[src/rtl/s2_pipe_pkg.sv]
// Shared types and sizing constants for the s2 sub-pipe RAM FIFO.
package s2_pipe_pkg;

  localparam int S2_RAM_DEPTH = 16;
  localparam int S2_PF_DEPTH  = 3;
  localparam int S2_RD_LAT    = 1;

  typedef logic [63:0] s2_word_t;
  typedef logic [3:0]  s2_addr_t;

  function automatic logic [1:0] pf_idx_inc(input logic [1:0] idx);
    return (idx == 2'd2) ? 2'd0 : idx + 2'd1;
  endfunction

endpackage

[src/rtl/s2_prefetch_buf.sv]
// Three-entry register FIFO that holds words already read out of the RAM,
// so the head word is always available combinationally downstream.
module s2_prefetch_buf
  import s2_pipe_pkg::*;
#(
  parameter int DATA_W = 64
) (
  input  logic              clock,
  input  logic              reset_n,
  input  logic              flush,
  input  logic              push,
  input  logic [DATA_W-1:0] push_data,
  input  logic              pop,
  output logic              out_valid,
  output logic [DATA_W-1:0] out_data,
  output logic [1:0]        count
);

  logic [DATA_W-1:0] mem_q [S2_PF_DEPTH];
  logic [DATA_W-1:0] mem_d [S2_PF_DEPTH];
  logic [1:0]        wr_idx_q, wr_idx_d;
  logic [1:0]        rd_idx_q, rd_idx_d;
  logic [1:0]        count_q, count_d;
  logic              pop_ok, push_ok;

  // Next-state for storage, indices and occupancy.
  always_comb begin
    pop_ok   = pop && (count_q != 2'd0);
    push_ok  = push && ((count_q != 2'd3) || pop_ok);
    mem_d    = mem_q;
    wr_idx_d = wr_idx_q;
    rd_idx_d = rd_idx_q;
    count_d  = count_q;
    if (flush) begin
      wr_idx_d = 2'd0;
      rd_idx_d = 2'd0;
      count_d  = 2'd0;
    end else begin
      if (push_ok) begin
        mem_d[wr_idx_q] = push_data;
        wr_idx_d        = pf_idx_inc(wr_idx_q);
      end else begin
        wr_idx_d = wr_idx_q;
      end
      if (pop_ok) begin
        rd_idx_d = pf_idx_inc(rd_idx_q);
      end else begin
        rd_idx_d = rd_idx_q;
      end
      count_d = count_q + {1'b0, push_ok} - {1'b0, pop_ok};
    end
  end

  // State registers.
  always_ff @(posedge clock or negedge reset_n) begin
    if (!reset_n) begin
      for (int i = 0; i < S2_PF_DEPTH; i++) begin
        mem_q[i] <= '0;
      end
      wr_idx_q <= 2'd0;
      rd_idx_q <= 2'd0;
      count_q  <= 2'd0;
    end else begin
      mem_q    <= mem_d;
      wr_idx_q <= wr_idx_d;
      rd_idx_q <= rd_idx_d;
      count_q  <= count_d;
    end
  end

  assign out_valid = (count_q != 2'd0);
  assign out_data  = mem_q[rd_idx_q];
  assign count     = count_q;

endmodule

[src/rtl/s2_ram_fifo_ctrl.sv]
// Stream-to-RAM FIFO controller owning the s2 16x64 dual-port RAM.
// Define S2_FIFO_STATS_EN to add the hwm / ovf_err statistics outputs.
module s2_ram_fifo_ctrl
  import s2_pipe_pkg::*;
#(
  parameter int DATA_W = 64,
  parameter int ADDR_W = 4
) (
  input  logic              clock,
  input  logic              reset_n,
  input  logic              flush,
  input  logic              in_valid,
  input  logic [DATA_W-1:0] in_data,
  output logic              in_ready,
  output logic              out_valid,
  output logic [DATA_W-1:0] out_data,
  input  logic              out_ready,
  output logic [DATA_W-1:0] ram_data_a,
  output logic [ADDR_W-1:0] ram_address_a,
  output logic              ram_wren_a,
  output logic              ram_rden_a,
  output logic [DATA_W-1:0] ram_data_b,
  output logic [ADDR_W-1:0] ram_address_b,
  output logic              ram_wren_b,
  output logic              ram_rden_b,
  input  logic [DATA_W-1:0] ram_q_b,
  output logic [ADDR_W:0]   level
`ifdef S2_FIFO_STATS_EN
  ,
  output logic [ADDR_W:0]   hwm,
  output logic              ovf_err
`endif
);

  localparam int RAM_DEPTH = 2 ** ADDR_W;
  localparam logic [ADDR_W:0] FULL_LVL = RAM_DEPTH[ADDR_W:0];

  logic [ADDR_W-1:0] wr_ptr_q, wr_ptr_d;
  logic [ADDR_W-1:0] rd_ptr_q, rd_ptr_d;
  logic [ADDR_W:0]   level_q, level_d;
  logic [1:0]        inflight_q, inflight_d;
  logic              in_ready_q, in_ready_d;
  logic [1:0]        pf_count;
  logic              wr_fire, rd_go, capture;

  // The prefetch budget counts reads still in the RAM pipe, so it can never overflow.
  always_comb begin
    wr_fire    = in_valid && in_ready_q && !flush;
    rd_go      = (level_q != '0) &&
                 (({1'b0, pf_count} + {1'b0, inflight_q}) < 3'(S2_PF_DEPTH));
    capture    = (inflight_q != 2'd0);
    wr_ptr_d   = wr_ptr_q;
    rd_ptr_d   = rd_ptr_q;
    level_d    = level_q;
    inflight_d = inflight_q;
    in_ready_d = in_ready_q;
    if (flush) begin
      wr_ptr_d   = '0;
      rd_ptr_d   = '0;
      level_d    = '0;
      inflight_d = 2'd0;
      in_ready_d = 1'b1;
    end else begin
      if (wr_fire) begin
        wr_ptr_d = wr_ptr_q + ADDR_W'(1);
      end else begin
        wr_ptr_d = wr_ptr_q;
      end
      if (rd_go) begin
        rd_ptr_d = rd_ptr_q + ADDR_W'(1);
      end else begin
        rd_ptr_d = rd_ptr_q;
      end
      level_d    = level_q + (ADDR_W+1)'(wr_fire) - (ADDR_W+1)'(rd_go);
      inflight_d = inflight_q + {1'b0, rd_go} - {1'b0, capture};
      in_ready_d = (level_d != FULL_LVL);
    end
  end

  // Pointer, level and handshake registers.
  always_ff @(posedge clock or negedge reset_n) begin
    if (!reset_n) begin
      wr_ptr_q   <= '0;
      rd_ptr_q   <= '0;
      level_q    <= '0;
      inflight_q <= 2'd0;
      in_ready_q <= 1'b0;
    end else begin
      wr_ptr_q   <= wr_ptr_d;
      rd_ptr_q   <= rd_ptr_d;
      level_q    <= level_d;
      inflight_q <= inflight_d;
      in_ready_q <= in_ready_d;
    end
  end

  s2_prefetch_buf #(
    .DATA_W (DATA_W)
  ) u_pf (
    .clock     (clock),
    .reset_n   (reset_n),
    .flush     (flush),
    .push      (capture),
    .push_data (ram_q_b),
    .pop       (out_ready),
    .out_valid (out_valid),
    .out_data  (out_data),
    .count     (pf_count)
  );

  assign in_ready      = in_ready_q;
  assign level         = level_q;
  assign ram_data_a    = in_data;
  assign ram_address_a = wr_ptr_q;
  assign ram_wren_a    = wr_fire;
  assign ram_rden_a    = 1'b0;
  assign ram_data_b    = '0;
  assign ram_address_b = rd_ptr_q;
  assign ram_wren_b    = 1'b0;
  assign ram_rden_b    = rd_go;

`ifdef S2_FIFO_STATS_EN
  logic [ADDR_W:0] hwm_q, hwm_d;
  logic [6:0]      stall_cnt_q, stall_cnt_d;
  logic            ovf_q, ovf_d;
  logic            stall;

  // ovf_err fires on the 65th consecutive stalled cycle and then sticks.
  always_comb begin
    stall       = in_valid && !in_ready_q;
    hwm_d       = hwm_q;
    stall_cnt_d = stall_cnt_q;
    ovf_d       = ovf_q;
    if (flush) begin
      hwm_d       = '0;
      stall_cnt_d = 7'd0;
      ovf_d       = 1'b0;
    end else begin
      hwm_d = (level_q > hwm_q) ? level_q : hwm_q;
      if (stall) begin
        stall_cnt_d = (stall_cnt_q == 7'h7f) ? stall_cnt_q : stall_cnt_q + 7'd1;
      end else begin
        stall_cnt_d = 7'd0;
      end
      ovf_d = ovf_q | (stall && (stall_cnt_q >= 7'd64));
    end
  end

  // Statistics registers.
  always_ff @(posedge clock or negedge reset_n) begin
    if (!reset_n) begin
      hwm_q       <= '0;
      stall_cnt_q <= 7'd0;
      ovf_q       <= 1'b0;
    end else begin
      hwm_q       <= hwm_d;
      stall_cnt_q <= stall_cnt_d;
      ovf_q       <= ovf_d;
    end
  end

  assign hwm     = hwm_q;
  assign ovf_err = ovf_q;
`endif

endmodule
[config.mk]
export PLATFORM = sky130hd
export DESIGN_NAME = s2_ram_fifo_ctrl
export DESIGN_NICKNAME = d
export VERILOG_FILES = /design/src/rtl/s2_pipe_pkg.sv /design/src/rtl/s2_prefetch_buf.sv /design/src/rtl/s2_ram_fifo_ctrl.sv
export SDC_FILE = /design/constraint.sdc
export NUM_CORES = 1
export LEC_CHECK = 0
export ABC_AREA = 1
export CORE_UTILIZATION = 47
export CTS_BUF_LIST = sky130_fd_sc_hd__clkbuf_4 sky130_fd_sc_hd__clkbuf_8 sky130_fd_sc_hd__clkbuf_16
export CTS_CLUSTER_DIAMETER = 120
export DETAILED_ROUTE_END_ITERATION = 8
export GPL_TIMING_DRIVEN = 0
export PLACE_DENSITY = 0.88
export SYNTH_ARGS = -nofsm -noshare
export SYNTH_HDL_FRONTEND = slang
export SYNTH_SLANG_ARGS = --single-unit
[constraint.sdc]
create_clock -name clock -period 4 [get_ports clock]
set_input_delay 1.2 -clock clock [delete_from_list [all_inputs] [get_ports clock]]
set_output_delay 1.2 -clock clock [all_outputs]
set_load 0.02 [all_outputs]
* Word level (Yosys, flattened, before mapping)
Index checks and enable logic that the tools add are counted.
Word-level totals: bits in registers 214, input port bits 133, logic and storage cells 69
Cells by class: add/subtract/negate cells 11, $lt $le $gt $ge 4, equality and inequality tests 4, mux-type cells 20, bitwise gates (word level) 3, reductions and logical operators 16
Operators by type and width (count):
- $bwmux W192 | 1
- $mux W64 | 3
- $bmux W64 S2 | 1
- $demux W64 S2 | 1
- $mux W2 | 8
- $mux W4 | 4
- $reduce_bool A2 Y1 | 6
- $add A4 B1 Y4 const B | 2
- $ge A3 B3 Y1 const B | 2
- $logic_and A1 B1 Y1 | 6
- $not A2 Y3 | 2
- $add A5 B1 Y5 | 1
- $mux W5 | 1
- $ne A5 B5 Y1 const B | 1
- $reduce_bool A5 Y1 | 1
- $sub A5 B1 Y5 | 1
- $add A2 B1 Y2 | 2
- $add A2 B1 Y2 const B | 2
- $eq A2 B2 Y1 const B | 2
- $sub A2 B1 Y2 | 2
- $add A2 B2 Y3 | 1
- $lt A3 B1 Y1 const B | 1
- $lt A3 B2 Y1 const B | 1
- $ne A2 B2 Y1 const B | 1
- 5 further kinds | 5

* Logic depth before layout (Yosys ltp)
Gate-level depths: netlist of the first run.
depth in word-level cells 7, gate-level depth with buffers 14, depth with buffers taken out 14

* Modules after synthesis
Synthesis of the first run repeated with hierarchy kept, for this count alone.
Second synthesis, totals: cell total of the unflattened synthesis 1409, area total of the unflattened synthesis 11096.9 µm²
By module, submodules not included:
- s2_prefetch_buf | instances 1, cells each 1162, area an instance 9126.3 µm², sequential area each 4954.8 µm²
- s2_ram_fifo_ctrl | instances 1, cells each 247, area an instance 1970.6 µm², sequential area each 400.4 µm²

* Least setup slack after synthesis of the first run
No wires, ideal clock.
kind register to register, from reg inflight_q[0], to reg in_ready_q, in the netlist in_ready, library setup time 0.121 ns, arrival 2.770 ns, slack 1.108 ns, cell stages (with the launch flop) 14, cell sequence dfrtp_1 -> ha_1 -> fa_1 -> a21oi_1 -> nand2_1 -> inv_1 -> ha_1 -> inv_1 -> ha_1 -> fa_1 -> xnor2_1 -> nand3_1 -> nor2_1 -> nand2_1
On the way: word-level cells in the longest chain between the ends 6
RTL lines:
- start, declared | RTL line s2_ram_fifo_ctrl.sv:41 | logic [1:0] inflight_q, inflight_d;
- start signal, assigned | RTL line s2_ram_fifo_ctrl.sv:92 | inflight_q <= inflight_d;
- $add A2 B2 Y3 | RTL line s2_ram_fifo_ctrl.sv:50 | (({1'b0, pf_count} + {1'b0, inflight_q}) < 3'(S2_PF_DEPTH));
- $lt A3 B2 Y1 | RTL line s2_ram_fifo_ctrl.sv:50
- $logic_and A1 B1 Y1 | RTL line s2_ram_fifo_ctrl.sv:49 | rd_go = (level_q != '0) &&
- named net ram_rden_b | RTL line s2_ram_fifo_ctrl.sv:25 | output logic ram_rden_b,
- $sub A5 B1 Y5 | RTL line s2_ram_fifo_ctrl.sv:74 | level_d = level_q + (ADDR_W+1)'(wr_fire) - (ADDR_W+1)'(rd_go);
- $ne A5 B5 Y1 | RTL line s2_ram_fifo_ctrl.sv:76 | in_ready_d = (level_d != FULL_LVL);
- $mux W1 | RTL line s2_ram_fifo_ctrl.sv:57 | if (flush) begin
- named net in_ready_d | RTL line s2_ram_fifo_ctrl.sv:42 | logic in_ready_q, in_ready_d;
- end signal, assigned | RTL line s2_ram_fifo_ctrl.sv:93 | in_ready_q <= in_ready_d;
- end, declared | RTL line s2_ram_fifo_ctrl.sv:42
The timed path passes the listed nets, and every way through them passes these cells. A chain may end at the register's enable or synchronous reset.

* Worst setup path after layout of the first run
from reg u_pf.rd_idx_q[0], to out out_data[38]
On the way: word-level cells in the longest chain between the ends 4
RTL lines:
- start, declared | RTL line s2_prefetch_buf.sv:22 | logic [1:0] rd_idx_q, rd_idx_d;
- start signal, assigned | RTL line s2_prefetch_buf.sv:66 | rd_idx_q <= rd_idx_d;
- $not A2 Y3 (implied by the code) | RTL line s2_prefetch_buf.sv:72 | assign out_data = mem_q[rd_idx_q];
- $bmux W64 S2 | RTL line s2_prefetch_buf.sv:72
- $mux W64 (implied by the code) (2 in a row) | RTL line s2_prefetch_buf.sv:72
- end, declared | RTL line s2_ram_fifo_ctrl.sv:16 | output logic [DATA_W-1:0] out_data,
Every way passes these cells. The select of a mux whose other input is x is not followed.

==> impl_results.html, run 1 <==
<table>
<tr><th>Metric</th><th>Value</th></tr>
<tr><th colspan="2">Run status</th></tr>
<tr><td>Run status</td><td>complete, no violations</td></tr>
<tr><th colspan="2">Critical path</th></tr>
<tr><td>Largest stage delay on the critical path</td><td>0.61 ns</td></tr>
<tr><td>FF-to-FF setup slack</td><td>0.88 ns</td></tr>
<tr><td>Critical path data required time</td><td>2.80 ns</td></tr>
<tr><td>Slowest stage cell, crit path</td><td>sky130_fd_sc_hd__clkdlybuf4s50_1</td></tr>
<tr><td>Sum of buffers and inverters on the critical path</td><td>4</td></tr>
<tr><td>Worst Setup EP</td><td>out_data[38]</td></tr>
<tr><td>Critical register-to-register path startpoint</td><td>inflight_q[0]$_DFF_PN0_</td></tr>
<tr><td>Cells on worst reg2reg path</td><td>13</td></tr>
<tr><td>Signal arrival time at the worst endpoint</td><td>2.71 ns</td></tr>
<tr><td>Worst r2r dst</td><td>in_ready$_DFF_PN0_</td></tr>
<tr><td>Critical path capture point type</td><td>primary output</td></tr>
<tr><td>Start-to-end type of the worst setup path</td><td>reg2out</td></tr>
<tr><td>Stages on the worst setup path</td><td>6</td></tr>
<tr><td>Worst Setup SP</td><td>u_pf.rd_idx_q[0]$_DFFE_PN0P_</td></tr>
<tr><td>Type of origin of the critical path</td><td>register</td></tr>
<tr><td>Top Family by Delay on Critical Path</td><td>buffers and inverters</td></tr>
<tr><td>Critical Path Fanout Max</td><td>10</td></tr>
<tr><td>Cell breakdown of the critical path</td><td>buf_2, buf_2, clkbuf_1, nand3_1, nand3_1, clkdlybuf4s50_1</td></tr>
<tr><th colspan="2">Synthesis</th></tr>
<tr><td>Xor and xnor area share after synthesis</td><td>0.320%</td></tr>
<tr><td>Post-synthesis register bit count</td><td>214</td></tr>
<tr><td>Synth warnings</td><td>0</td></tr>
<tr><td>Portion of netlist area occupied by mux cells</td><td>0%</td></tr>
<tr><td>Synthesized-area fraction occupied by ao, oa, aoi and oai cells</td><td>12.4%</td></tr>
<tr><td>Netlist area before placement</td><td>0.0109 mm2</td></tr>
<tr><td>Mean area per synthesized cell</td><td>8.71 um2</td></tr>
<tr><td>Arithmetic-cell share of the synthesized area counting full adders, half adders and majority gates</td><td>1.74%</td></tr>
<tr><td>Area fraction in and, or, nand and nor cells after synthesis</td><td>19.9%</td></tr>
<tr><td>Synth Instances</td><td>1256</td></tr>
<tr><td>Dominant combinational cell family by area after synthesis</td><td>simple AND/OR/NAND/NOR gates</td></tr>
<tr><td>Distinct cells, synth</td><td>26</td></tr>
<tr><td>Proportion of synthesized chip area in sequential cells</td><td>48.9%</td></tr>
<tr><th colspan="2">Route</th></tr>
<tr><td>Routed length per instance</td><td>15.8 um</td></tr>
<tr><td>Vias</td><td>9463</td></tr>
<tr><td>Violation count after the first detailed-route iteration</td><td>739</td></tr>
<tr><td>Residual antenna-violating net count after detailed routing</td><td>0</td></tr>
<tr><td>Initial DRT Pass Iterations</td><td>5</td></tr>
<tr><td>DRC violations left</td><td>0</td></tr>
<tr><td>Average via count per standard cell</td><td>5.09</td></tr>
<tr><td>Routed wire length</td><td>29.3 mm</td></tr>
<tr><th colspan="2">Floorplanning</th></tr>
<tr><td>Initial cell density of the core</td><td>48.2%</td></tr>
<tr><td>Die width</td><td>155 um</td></tr>
<tr><td>Number of top-level pins</td><td>344</td></tr>
<tr><td>Number of rows created at floorplan</td><td>55</td></tr>
<tr><td>Area of the die</td><td>0.0239 mm2</td></tr>
<tr><td>Core box area</td><td>0.0227 mm2</td></tr>
<tr><td>Die height</td><td>155 um</td></tr>
<tr><th colspan="2">Pwr</th></tr>
<tr><td>Leakage</td><td>0.00723 uW</td></tr>
<tr><td>Net switching fraction of the power</td><td>38.6%</td></tr>
<tr><td>Sequential Power Share</td><td>34.0%</td></tr>
<tr><td>Power density cells</td><td>746 mW/mm2</td></tr>
<tr><td>Peak ir drop on the vdd network</td><td>0.000440 V</td></tr>
<tr><td>Combinational fraction of design power</td><td>45.5%</td></tr>
<tr><td>Net switching component of the power</td><td>4180 uW</td></tr>
<tr><td>Total Power</td><td>10800 uW</td></tr>
<tr><td>Internal power summed over all cells</td><td>6640 uW</td></tr>
<tr><td>Relative contribution of the clock network to total power</td><td>20.5%</td></tr>
<tr><th colspan="2">Placement</th></tr>
<tr><td>Cell count after placement</td><td>1820</td></tr>
<tr><td>Placed wire-length estimate</td><td>20.6 mm</td></tr>
<tr><td>Gp weighted congestion</td><td>0.837</td></tr>
<tr><td>IO buf count</td><td>213</td></tr>
<tr><td>Worst setup timing slack at the placement stage</td><td>0.105 ns</td></tr>
<tr><th colspan="2">Global route</th></tr>
<tr><td>Number of antenna violations at the first check in global routing</td><td>0</td></tr>
<tr><td>Wire length of the first global-routing pass</td><td>46.3 mm</td></tr>
<tr><td>Via count of the first global-routing pass</td><td>8982</td></tr>
<tr><td>Total gr overflow</td><td>0</td></tr>
<tr><td>Gr usage total</td><td>24.3%</td></tr>
<tr><td>Largest net degree at the start of global routing</td><td>120</td></tr>
<tr><th colspan="2">STA</th></tr>
<tr><td>Max-slew violation count</td><td>0</td></tr>
<tr><td>Measured slew at the worst slew-check pin</td><td>0.736 ns</td></tr>
<tr><td>Unrepaired setup endpoints after global routing</td><td>no</td></tr>
<tr><td>Count of endpoints failing setup in the final report</td><td>0</td></tr>
<tr><td>Maximum frequency from static timing analysis</td><td>256 MHz</td></tr>
<tr><td>Final critical path time including I/O delays and setup</td><td>3.91 ns</td></tr>
<tr><td>Worst relative slew slack</td><td>50.9%</td></tr>
<tr><td>Worst Slack Setup Final</td><td>0.0875 ns</td></tr>
<tr><td>Hold Violations, Final</td><td>0</td></tr>
<tr><td>Setup skew after layout</td><td>0.00612 ns</td></tr>
<tr><td>Post-route fraction of the period consumed by the critical path</td><td>97.8%</td></tr>
<tr><td>Sum Neg Setup Slack</td><td>0 ns</td></tr>
<tr><th colspan="2">Finish</th></tr>
<tr><td>Most common library cell in the layout ignoring fill and taps</td><td>sky130_fd_sc_hd__nand2_1</td></tr>
<tr><td>Final Net Count</td><td>1706</td></tr>
<tr><td>Filler instances</td><td>1808</td></tr>
<tr><td>Leading cell types in the layout, fill and taps excluded</td><td>sky130_fd_sc_hd__nand2_1 (348), sky130_fd_sc_hd__dfrtp_1 (214), sky130_fd_sc_hd__clkdlybuf4s50_1 (211), sky130_fd_sc_hd__nand3_1 (144), sky130_fd_sc_hd__buf_4 (133)</td></tr>
<tr><td>Post-route core utilization</td><td>63.9%</td></tr>
<tr><td>Layout cell share with drive strength beyond 1</td><td>20.4%</td></tr>
<tr><td>Non-Filler Instances</td><td>1858</td></tr>
<tr><td>Antenna diodes</td><td>0</td></tr>
<tr><td>Relative area change from synthesis to final layout</td><td>32.5%</td></tr>
<tr><th colspan="2">CTS</th></tr>
<tr><td>Clock H-tree levels</td><td>1</td></tr>
<tr><td>Root buffer selected by CTS</td><td>sky130_fd_sc_hd__clkbuf_16</td></tr>
<tr><td>Clock slew at the register clock pins of the worst setup and hold paths</td><td>0.06 ns</td></tr>
<tr><td>Clock Tree Buf Depth</td><td>3</td></tr>
<tr><td>TritonCTS clock tree</td><td>done</td></tr>
<tr><td>Sinks on the clock net</td><td>214</td></tr>
<tr><td>Setup Buffers After CTS</td><td>0</td></tr>
<tr><td>Source-to-sink clock delay at the later pin of the worst-skew pair</td><td>0.50 ns</td></tr>
<tr><td>Number of CTS-inserted buffers</td><td>22</td></tr>
<tr><th colspan="2">Flow run</th></tr>
<tr><td>Max-cap violation count</td><td>0</td></tr>
<tr><th colspan="2">Hold path</th></tr>
<tr><td>Launch instance of the worst min-delay path</td><td>u_pf.mem_q[144]$_DFFE_PN0P_</td></tr>
<tr><td>Min-Delay Path Class</td><td>reg2reg</td></tr>
</table>
[logic make-up after synthesis]
kind of cell | count (synthesis)
adder cells (fa/ha/maj) | 14
flip-flops | 214
XOR/XNOR | 4
other | 1
buffers and inverters | 295
AND/OR/NAND/NOR | 524
AO/OA/AOI/OAI | 204
[per-layer routing]
layer	global-route usage (%)	vias up	part of all wire, %
li1	-	4448	-
met1	30.4	4530	39
met2	43.4	432	52
met3	3.33	53	6.8
met4	7.59	0	2.7
met5	0	-	0
[Yosys cell counts (all sizes together)]
cell	count	share of area, %
buf	184	13
nand4	7	0.40
fa	2	0.37
xor2	2	0.16
inv	93	3.2
clkbuf	18	0.62
a31oi	1	0.057
xnor2	2	0.16
ha	12	1.4
nor3	3	0.14
nor2	19	0.67
a21oi	7	0.32
dfrtp	214	49
nand2	351	12
o31ai	1	0.069
conb	1	0.034
nand3	144	6.6
o21ai	195	12
[how the worst min path moves through the flow]
stage | endpoint | cells past startpoint
after floorplan | u_pf.mem_q[0]$_DFFE_PN0P_ | 2
after detailed placement | u_pf.mem_q[101]$_DFFE_PN0P_ | 2
after CTS | u_pf.mem_q[185]$_DFFE_PN0P_ | 2
after global routing | u_pf.mem_q[92]$_DFFE_PN0P_ | 2
after global placement | u_pf.mem_q[181]$_DFFE_PN0P_ | 2
final | u_pf.mem_q[144]$_DFFE_PN0P_ | 2
[worst reg2reg max path, stage by stage (launching register included)]
cell and delay [ns]:
sky130_fd_sc_hd__dfrtp_1 0.44, sky130_fd_sc_hd__ha_1 0.24, sky130_fd_sc_hd__fa_1 0.50, sky130_fd_sc_hd__a21oi_1 0.10, sky130_fd_sc_hd__nand2_1 0.18, sky130_fd_sc_hd__inv_1 0.13, sky130_fd_sc_hd__ha_1 0.30, sky130_fd_sc_hd__inv_1 0.04
sky130_fd_sc_hd__ha_1 0.20, sky130_fd_sc_hd__fa_1 0.41, sky130_fd_sc_hd__xnor2_1 0.23, sky130_fd_sc_hd__nand3_1 0.09, sky130_fd_sc_hd__nor2_1 0.11, sky130_fd_sc_hd__nand2_1 0.06
[metrics by stage]
step                cell area [um2]  hold slack, ns
floorplan                     11200           0.453
global placement              13700           0.464
detailed placement            13700           0.468
CTS                           14500           0.483
global route                  14500           0.490
finish                        14500           0.480
[final cells by class]
cell class,count,area (um2),area share [%]
Buffer,202,1480,10.2
Clock buffer,32,656,4.52
Clock inverter,6,130,0.897
Inverter,93,349,2.41
Multi-Input combinational cell,812,4010,27.7
Sequential cell,214,5360,36.9
Tap cell,285,357,2.46
Timing Repair Buffer,214,2160,14.9
[repair_timing]
| item | 4_1_cts | 5_1_grt |
|---|---|---|
| endpoints found under the setup margin | 11 | 16 |
| hold buffers | 0 | 0 |
| gates resized for setup | 3 | 7 |
[sequential cells by signal, indices dropped and copies added (netlist names)]
signal	flops
u_pf.mem_q	192
ram_address_a	4
u_pf.count	2
inflight_q	2
u_pf.rd_idx_q	2
u_pf.wr_idx_q	2
in_ready	1
level	5
ram_address_b	4
[power by group through the flow]
stage | sequential, uW | combinational [uW] | clock (uW)
floorplan | 3600 | 3070 | 0
global placement | 3640 | 4760 | 0
detailed placement | 3680 | 4910 | 0
CTS | 3660 | 4950 | 2240
global route | 3780 | 5370 | 2330
finish | 3680 | 4920 | 2220
Note: power is estimated with default switching activity, not from simulation.
==> inputs of run 2 (changes only) <==
--- a/config.mk
+++ b/config.mk
@@ -6,12 +6,14 @@
 export NUM_CORES = 1
 export LEC_CHECK = 0
 export ABC_AREA = 1
-export CORE_UTILIZATION = 47
+export CORE_MARGIN = 5
+export CORE_UTILIZATION = 40
 export CTS_BUF_LIST = sky130_fd_sc_hd__clkbuf_4 sky130_fd_sc_hd__clkbuf_8 sky130_fd_sc_hd__clkbuf_16
 export CTS_CLUSTER_DIAMETER = 120
 export DETAILED_ROUTE_END_ITERATION = 8
 export GPL_TIMING_DRIVEN = 0
-export PLACE_DENSITY = 0.88
+export PLACE_DENSITY = 0.77
+export SKIP_CTS_REPAIR_TIMING = 1
 export SYNTH_ARGS = -nofsm -noshare
 export SYNTH_HDL_FRONTEND = slang
 export SYNTH_SLANG_ARGS = --single-unit
==> impl_results.html, run 2 (synthesis results as in run 1) <==
<table>
<tr><th>Metric</th><th>Value</th></tr>
<tr><th colspan="2">CTS</th></tr>
<tr><td>TritonCTS clock tree</td><td>done</td></tr>
<tr><td>Number of CTS-inserted buffers</td><td>23 (+4.5%)</td></tr>
<tr><td>Source-to-sink clock delay at the later pin of the worst-skew pair</td><td>0.50 ns (about the same)</td></tr>
<tr><td>Sinks on the clock net</td><td>214 (unchanged)</td></tr>
<tr><td>Clock H-tree levels</td><td>1 (unchanged)</td></tr>
<tr><td>Clock slew at the register clock pins of the worst setup and hold paths</td><td>0.06 ns (about the same)</td></tr>
<tr><td>Clock Tree Buf Depth</td><td>3 (unchanged)</td></tr>
<tr><td>Root buffer selected by CTS</td><td>sky130_fd_sc_hd__clkbuf_16</td></tr>
<tr><th colspan="2">Route</th></tr>
<tr><td>Violation count after the first detailed-route iteration</td><td>457 (-38%)</td></tr>
<tr><td>DRC violations left</td><td>0 (unchanged)</td></tr>
<tr><td>Average via count per standard cell</td><td>4.78 (-6.1%)</td></tr>
<tr><td>Routed wire length</td><td>30.9 mm (+5.6%)</td></tr>
<tr><td>Routed length per instance</td><td>16.1 um (+2.3%)</td></tr>
<tr><td>Vias</td><td>9172 (-3.1%)</td></tr>
<tr><td>Residual antenna-violating net count after detailed routing</td><td>0 (unchanged)</td></tr>
<tr><td>Initial DRT Pass Iterations</td><td>8 (+3)</td></tr>
<tr><th colspan="2">Critical path</th></tr>
<tr><td>Top Family by Delay on Critical Path</td><td>buffers and inverters</td></tr>
<tr><td>Cell repeated most along the worst path</td><td>sky130_fd_sc_hd__clkdlybuf4s50_1</td></tr>
<tr><td>Critical Path Fanout Max</td><td>6 (-4)</td></tr>
<tr><td>Critical path capture point type</td><td>primary output</td></tr>
<tr><td>Start-to-end type of the worst setup path</td><td>in2out</td></tr>
<tr><td>Largest stage delay on the critical path</td><td>0.66 ns (+0.05 ns)</td></tr>
<tr><td>Critical path data required time</td><td>2.80 ns (about the same)</td></tr>
<tr><td>Signal arrival time at the worst endpoint</td><td>2.72 ns (about the same)</td></tr>
<tr><td>Cell breakdown of the critical path</td><td>clkdlybuf4s50_1, nor2_1, clkdlybuf4s50_1</td></tr>
<tr><td>Type of origin of the critical path</td><td>input pin</td></tr>
<tr><td>Sum of buffers and inverters on the critical path</td><td>2 (-2)</td></tr>
<tr><td>Slowest stage cell, crit path</td><td>sky130_fd_sc_hd__clkdlybuf4s50_1</td></tr>
<tr><th colspan="2">Flow run</th></tr>
<tr><td>Max-cap violation count</td><td>0 (unchanged)</td></tr>
<tr><th colspan="2">STA</th></tr>
<tr><td>Hold Violations, Final</td><td>0 (unchanged)</td></tr>
<tr><td>Worst Slack Setup Final</td><td>0.0839 ns (-0.00357 ns)</td></tr>
<tr><td>Count of endpoints failing setup in the final report</td><td>0 (unchanged)</td></tr>
<tr><td>Max-slew violation count</td><td>0 (unchanged)</td></tr>
<tr><td>Sum Neg Setup Slack</td><td>0 ns (unchanged)</td></tr>
<tr><td>Post-route fraction of the period consumed by the critical path</td><td>97.9% (about the same)</td></tr>
<tr><td>Maximum frequency from static timing analysis</td><td>255 MHz (about the same)</td></tr>
<tr><td>Final critical path time including I/O delays and setup</td><td>3.92 ns (+0.00357 ns)</td></tr>
<tr><td>Worst relative slew slack</td><td>59.5% (+8.6 points)</td></tr>
<tr><td>Measured slew at the worst slew-check pin</td><td>0.608 ns (-0.129 ns)</td></tr>
<tr><td>Setup skew after layout</td><td>0.00865 ns (+0.00253 ns)</td></tr>
<tr><th colspan="2">Finish</th></tr>
<tr><td>Antenna diodes</td><td>0 (unchanged)</td></tr>
<tr><td>Leading cell types in the layout, fill and taps excluded</td><td>sky130_fd_sc_hd__nand2_1 (348), sky130_fd_sc_hd__dfrtp_1 (214), sky130_fd_sc_hd__clkdlybuf4s50_1 (211), sky130_fd_sc_hd__nand3_1 (144), sky130_fd_sc_hd__buf_4 (133)</td></tr>
<tr><td>Largest register FFs</td><td>192 (unchanged)</td></tr>
<tr><td>Most common library cell in the layout ignoring fill and taps</td><td>sky130_fd_sc_hd__nand2_1</td></tr>
<tr><td>Register name with the most flops</td><td>u_pf.mem_q</td></tr>
<tr><td>Filler instances</td><td>2419 (+34%)</td></tr>
<tr><td>Final Net Count</td><td>1708 (+0.12%)</td></tr>
<tr><td>Layout cell share with drive strength beyond 1</td><td>20.8% (+0.39 points)</td></tr>
<tr><td>Relative area change from synthesis to final layout</td><td>33.6%</td></tr>
<tr><td>Post-route standard cell area excluding fillers</td><td>0.0146 mm2 (+0.80%)</td></tr>
<tr><td>Post-route core utilization</td><td>54.2% (-9.6 points)</td></tr>
<tr><th colspan="2">Run status</th></tr>
<tr><td>Run status</td><td>complete, no violations</td></tr>
<tr><th colspan="2">Global route</th></tr>
<tr><td>Via count of the first global-routing pass</td><td>9314 (+3.7%)</td></tr>
<tr><td>Gr usage total</td><td>19.5% (-4.8 points)</td></tr>
<tr><td>Total gr overflow</td><td>0 (unchanged)</td></tr>
<tr><td>Number of antenna violations at the first check in global routing</td><td>0 (unchanged)</td></tr>
<tr><td>Wire length of the first global-routing pass</td><td>49.4 mm (+6.5%)</td></tr>
<tr><td>Largest net degree at the start of global routing</td><td>80 (-33%)</td></tr>
<tr><th colspan="2">Placement</th></tr>
<tr><td>Gp weighted congestion</td><td>0.799 (-4.5%)</td></tr>
<tr><td>IO buf count</td><td>213 (unchanged)</td></tr>
<tr><td>Worst setup timing slack at the placement stage</td><td>0.0768 ns (-0.0283 ns)</td></tr>
<tr><td>Placed wire-length estimate</td><td>22.3 mm (+8.5%)</td></tr>
<tr><td>Placed cell area</td><td>0.0138 mm2 (+0.71%)</td></tr>
<tr><th colspan="2">Pwr</th></tr>
<tr><td>Power density cells</td><td>737 mW/mm2 (-1.2%)</td></tr>
<tr><td>Peak ir drop on the vdd network</td><td>0.000480 V (+9.0%)</td></tr>
<tr><td>Leakage</td><td>0.00727 uW (+0.44%)</td></tr>
<tr><th colspan="2">Floorplanning</th></tr>
<tr><td>Initial cell density of the core</td><td>40.6% (-7.6 points)</td></tr>
<tr><td>Area of the die</td><td>0.0308 mm2 (+29%)</td></tr>
<tr><td>Core box area</td><td>0.0270 mm2 (+19%)</td></tr>
<tr><td>Die width</td><td>175 um (+13%)</td></tr>
<tr><td>Number of rows created at floorplan</td><td>60 (+9.1%)</td></tr>
<tr><td>Die height</td><td>175 um (+13%)</td></tr>
<tr><td>Number of top-level pins</td><td>344 (unchanged)</td></tr>
<tr><th colspan="2">Hold path</th></tr>
<tr><td>Min-Delay Path Class</td><td>reg2reg</td></tr>
</table>
[run 2: worst reg2reg max path: cells and delay by family, from the launching register on]
kind | cells | cell delay (ns)
buffers and inverters | 2 | 0.16
xor gates and xnor gates | 1 | 0.22
and+or+nand+nor | 4 | 0.48
adders and majority gates | 5 | 1.61
AOI/OAI and AO/OA | 1 | 0.07
DFF | 1 | 0.42
[run 2: area by class of cell]
type	instances	area, um2	share of cell area (%)
Inverter	93	349	2.39
Buffer	202	1490	10.2
Sequential cell	214	5360	36.6
Multi-Input combinational cell	812	4010	27.4
Clock buffer	33	676	4.62
Clock inverter	8	121	0.830
Timing Repair Buffer	215	2190	15.0
Tap cell	341	427	2.92
[run 2: worst paths after layout]
path                                                   from                           to  slack (ns)  depth (start not counted)
worst max-delay path                                  flush                   ram_wren_a        0.08                          3
worst min-delay path            u_pf.mem_q[150]$_DFFE_PN0P_  u_pf.mem_q[150]$_DFFE_PN0P_        0.48                          2
worst max register to register      inflight_q[0]$_DFF_PN0_           in_ready$_DFF_PN0_        0.93                         13
worst min register to register  u_pf.mem_q[150]$_DFFE_PN0P_  u_pf.mem_q[150]$_DFFE_PN0P_        0.48                          2
max in group asynchronous                           reset_n      inflight_q[0]$_DFF_PN0_        2.27                          3
min in group asynchronous                           reset_n  u_pf.mem_q[158]$_DFFE_PN0P_        0.62                          1
[run 2: per-layer routing]
layer  wire length [um]  vias to the layer above  part of all wire, %  GRT usage, %
met3               1940                       39                  6.3          3.14
met5                  0                        -                    0             0
met1              12400                     4347                   40          24.3
met2              16000                      330                   52          35.6
met4                601                        0                  1.9          4.35
li1                   -                     4456                    -             -
[run 2: stage by stage]
step                power, uW  hold WS (ns)  instances
finish                  10800         0.480       1918
CTS                     10900         0.484       1918
floorplan                6670         0.453       1321
detailed placement       8610         0.469       1877
global placement         8470         0.464       1875
global route            11500         0.489       1918
[run 2: power breakdown]
| part | leakage (uW) | switching [uW] | internal, uW |
|---|---|---|---|
| combinational | 0.00415 | 2780 | 2120 |
| sequential | 0.00272 | 526 | 3130 |
| clock | 0.000398 | 849 | 1370 |
==> inputs of run 3 (changes only) <==
--- a/config.mk
+++ b/config.mk
@@ -8,7 +8,7 @@
 export ABC_AREA = 1
 export CORE_MARGIN = 5
 export CORE_UTILIZATION = 40
-export CTS_BUF_LIST = sky130_fd_sc_hd__clkbuf_4 sky130_fd_sc_hd__clkbuf_8 sky130_fd_sc_hd__clkbuf_16
+export CTS_BUF_LIST = sky130_fd_sc_hd__clkbuf_16
 export CTS_CLUSTER_DIAMETER = 120
 export DETAILED_ROUTE_END_ITERATION = 8
 export GPL_TIMING_DRIVEN = 0
==> impl_results.html, run 3 (synthesis results as in run 1) <==
<table>
<tr><th>Metric</th><th>Value</th></tr>
<tr><th colspan="2">Global route</th></tr>
<tr><td>Routing layer with the top usage in global route</td><td>met2</td></tr>
<tr><td>Via count of the first global-routing pass</td><td>9306 (-0.086%)</td></tr>
<tr><td>Global-route met3 utilization</td><td>3.16% (+0.022 points)</td></tr>
<tr><td>Total gr overflow</td><td>0 (unchanged)</td></tr>
<tr><td>Met1 demand-to-capacity share in global routing</td><td>24.4% (+0.066 points)</td></tr>
<tr><td>Number of antenna violations at the first check in global routing</td><td>0 (unchanged)</td></tr>
<tr><td>Largest net degree at the start of global routing</td><td>80 (unchanged)</td></tr>
<tr><td>Met2 track utilization from global routing</td><td>35.5% (-0.097 points)</td></tr>
<tr><td>Gr usage total</td><td>19.5% (about the same)</td></tr>
<tr><td>Wire length of the first global-routing pass</td><td>49.4 mm (about the same)</td></tr>
<tr><th colspan="2">Pwr</th></tr>
<tr><td>Net switching component of the power</td><td>4150 uW (about the same)</td></tr>
<tr><td>Peak ir drop on the vdd network</td><td>0.000477 V (-0.66%)</td></tr>
<tr><td>Relative contribution of the clock network to total power</td><td>19.6% (-1.0 points)</td></tr>
<tr><td>Power density cells</td><td>731 mW/mm2 (-0.84%)</td></tr>
<tr><td>Leakage</td><td>0.00725 uW (-0.25%)</td></tr>
<tr><td>Sequential Power Share</td><td>34.4% (+0.5 points)</td></tr>
<tr><td>Internal power summed over all cells</td><td>6490 uW (-2.0%)</td></tr>
<tr><td>Combinational fraction of design power</td><td>46.1% (+0.6 points)</td></tr>
<tr><td>Net switching fraction of the power</td><td>39.0% (+0.47 points)</td></tr>
<tr><th colspan="2">Flow run</th></tr>
<tr><td>Max-cap violation count</td><td>0 (unchanged)</td></tr>
<tr><th colspan="2">Floorplanning</th></tr>
<tr><td>Number of rows created at floorplan</td><td>60 (unchanged)</td></tr>
<tr><td>Core box area</td><td>0.0270 mm2 (unchanged)</td></tr>
<tr><td>Initial cell density of the core</td><td>40.6% (unchanged)</td></tr>
<tr><td>Number of top-level pins</td><td>344 (unchanged)</td></tr>
<tr><td>Die height</td><td>175 um (unchanged)</td></tr>
<tr><td>Area of the die</td><td>0.0308 mm2 (unchanged)</td></tr>
<tr><td>Die width</td><td>175 um (unchanged)</td></tr>
<tr><th colspan="2">Route</th></tr>
<tr><td>Initial DRT Pass Iterations</td><td>5 (-3)</td></tr>
<tr><td>Residual antenna-violating net count after detailed routing</td><td>0 (unchanged)</td></tr>
<tr><td>Vias</td><td>9111 (-0.67%)</td></tr>
<tr><td>Routed length per instance</td><td>16.1 um (about the same)</td></tr>
<tr><td>Average via count per standard cell</td><td>4.75 (-0.67%)</td></tr>
<tr><td>DRC violations left</td><td>0 (unchanged)</td></tr>
<tr><td>Violation count after the first detailed-route iteration</td><td>494 (+8.1%)</td></tr>
<tr><td>Routed wire length</td><td>31.0 mm (about the same)</td></tr>
<tr><th colspan="2">STA</th></tr>
<tr><td>Setup skew after layout</td><td>0.00577 ns (-0.00289 ns)</td></tr>
<tr><td>Count of endpoints failing setup in the final report</td><td>0 (unchanged)</td></tr>
<tr><td>Hold Violations, Final</td><td>0 (unchanged)</td></tr>
<tr><td>Worst Slack Setup Final</td><td>0.0849 ns (+0.000986 ns)</td></tr>
<tr><td>Final critical path time including I/O delays and setup</td><td>3.92 ns (-0.000986 ns)</td></tr>
<tr><td>Max-slew violation count</td><td>0 (unchanged)</td></tr>
<tr><td>Worst hold-check slack</td><td>0.480 ns (+0.000865 ns)</td></tr>
<tr><td>Maximum frequency from static timing analysis</td><td>255 MHz (about the same)</td></tr>
<tr><td>Measured slew at the worst slew-check pin</td><td>0.606 ns (-0.00150 ns)</td></tr>
<tr><td>Post-route fraction of the period consumed by the critical path</td><td>97.9% (about the same)</td></tr>
<tr><td>Worst relative slew slack</td><td>59.6% (+0.10 points)</td></tr>
<tr><th colspan="2">Finish</th></tr>
<tr><td>Register name with the most flops</td><td>u_pf.mem_q</td></tr>
<tr><td>Layout cell share with drive strength beyond 1</td><td>20.2% (-0.63 points)</td></tr>
<tr><td>Final Net Count</td><td>1708 (unchanged)</td></tr>
<tr><td>Leading cell types in the layout, fill and taps excluded</td><td>sky130_fd_sc_hd__nand2_1 (348), sky130_fd_sc_hd__dfrtp_1 (214), sky130_fd_sc_hd__clkdlybuf4s50_1 (211), sky130_fd_sc_hd__nand3_1 (144), sky130_fd_sc_hd__buf_4 (133)</td></tr>
<tr><td>Filler instances</td><td>2429 (+0.41%)</td></tr>
<tr><td>Non-Filler Instances</td><td>1918 (unchanged)</td></tr>
<tr><td>Most common library cell in the layout ignoring fill and taps</td><td>sky130_fd_sc_hd__nand2_1</td></tr>
<tr><td>Antenna diodes</td><td>0 (unchanged)</td></tr>
<tr><td>Relative area change from synthesis to final layout</td><td>33.0%</td></tr>
<tr><td>Post-route core utilization</td><td>54.0% (-0.23 points)</td></tr>
<tr><td>Largest register FFs</td><td>192 (unchanged)</td></tr>
<tr><td>Post-route standard cell area excluding fillers</td><td>0.0146 mm2 (-0.43%)</td></tr>
<tr><th colspan="2">Placement</th></tr>
<tr><td>Placed cell area</td><td>0.0138 mm2 (unchanged)</td></tr>
<tr><td>IO buf count</td><td>213 (unchanged)</td></tr>
<tr><td>Gp weighted congestion</td><td>0.799 (unchanged)</td></tr>
<tr><td>Worst setup timing slack at the placement stage</td><td>0.0768 ns (unchanged)</td></tr>
<tr><td>Placed wire-length estimate</td><td>22.3 mm (unchanged)</td></tr>
<tr><td>Cell count after placement</td><td>1877 (unchanged)</td></tr>
<tr><th colspan="2">CTS</th></tr>
<tr><td>Number of CTS-inserted buffers</td><td>23 (unchanged)</td></tr>
<tr><td>Root buffer selected by CTS</td><td>sky130_fd_sc_hd__clkbuf_16</td></tr>
<tr><td>Source-to-sink clock delay at the later pin of the worst-skew pair</td><td>0.50 ns (about the same)</td></tr>
<tr><td>TritonCTS clock tree</td><td>done</td></tr>
<tr><td>Clock Tree Buf Depth</td><td>3 (unchanged)</td></tr>
<tr><td>Sinks on the clock net</td><td>214 (unchanged)</td></tr>
<tr><td>Clock slew at the register clock pins of the worst setup and hold paths</td><td>0.06 ns (about the same)</td></tr>
<tr><td>Clock H-tree levels</td><td>1 (unchanged)</td></tr>
<tr><th colspan="2">Critical path</th></tr>
<tr><td>Cell repeated most along the worst path</td><td>sky130_fd_sc_hd__clkdlybuf4s50_1</td></tr>
<tr><td>Critical path data required time</td><td>2.80 ns (about the same)</td></tr>
<tr><td>Signal arrival time at the worst endpoint</td><td>2.72 ns (about the same)</td></tr>
<tr><td>Slowest stage cell, crit path</td><td>sky130_fd_sc_hd__clkdlybuf4s50_1</td></tr>
<tr><td>Critical path capture point type</td><td>primary output</td></tr>
<tr><td>Largest stage delay on the critical path</td><td>0.66 ns (about the same)</td></tr>
<tr><td>Critical Path Fanout Max</td><td>6 (unchanged)</td></tr>
<tr><td>Type of origin of the critical path</td><td>input pin</td></tr>
<tr><td>Cell breakdown of the critical path</td><td>clkdlybuf4s50_1, nor2_1, clkdlybuf4s50_1</td></tr>
<tr><td>Start-to-end type of the worst setup path</td><td>in2out</td></tr>
<tr><th colspan="2">Hold path</th></tr>
<tr><td>Min-Delay Path Class</td><td>reg2reg</td></tr>
<tr><th colspan="2">Run status</th></tr>
<tr><td>Run status</td><td>complete, no violations</td></tr>
</table>
==> run 3: stage by stage <==
| step | total power, uW | TNS [ns] |
|---|---|---|
| finish | 10600 | 0 |
| global placement | 8470 | -1534.47 |
| CTS | 10700 | -2.23 |
| detailed placement | 8610 | 0 |
| floorplan | 6670 | 0 |
| global route | 11400 | -0.00216 |
==> run 3: cell type report <==
cell class	instances	area (um2)	area share, %
Tap cell	341	427	2.93
Clock inverter	18	159	1.09
Sequential cell	214	5360	36.8
Multi-Input combinational cell	812	4010	27.6
Timing Repair Buffer	215	2190	15.1
Inverter	93	349	2.40
Clock buffer	23	576	3.95
Buffer	202	1490	10.2
==> run 3: routing by layer <==
| layer | vias to the layer above | share of wire [%] |
|---|---|---|
| met3 | 38 | 6.4 |
| met2 | 309 | 52 |
| met1 | 4311 | 40 |
| met5 | - | 0 |
| met4 | 0 | 1.9 |
| li1 | 4453 | - |
==> run 3: path summary, 6_finish.rpt <==
kind / from / endpoint / slack, ns / cells past startpoint
setup / recovery: flush / ram_wren_a / 0.08 / 3
min in group asynchronous: reset_n / u_pf.mem_q[158]$_DFFE_PN0P_ / 0.61 / 1
hold reg to reg: u_pf.mem_q[150]$_DFFE_PN0P_ / u_pf.mem_q[150]$_DFFE_PN0P_ / 0.48 / 2
max in group asynchronous: reset_n / inflight_q[0]$_DFF_PN0_ / 2.25 / 3
hold / removal: u_pf.mem_q[150]$_DFFE_PN0P_ / u_pf.mem_q[150]$_DFFE_PN0P_ / 0.48 / 2
setup reg to reg: inflight_q[0]$_DFF_PN0_ / in_ready$_DFF_PN0_ / 0.94 / 13
==> run 3: power by group through the flow <==
stage / registers [uW] / clock network, uW / logic, uW
4_1_cts: 3650 / 2130 / 4960
5_1_grt: 3780 / 2220 / 5390
6_report: 3660 / 2080 / 4900
2_1_floorplan: 3600 / 0 / 3070
3_5_place_dp: 3670 / 0 / 4930
3_3_place_gp: 3640 / 0 / 4830
==> run 3: worst max-delay path, delay by kind of cell <==
family,cells,cell delay (ns)
buffers and inverters,2,1.21
AND/OR/NAND/NOR,1,0.30
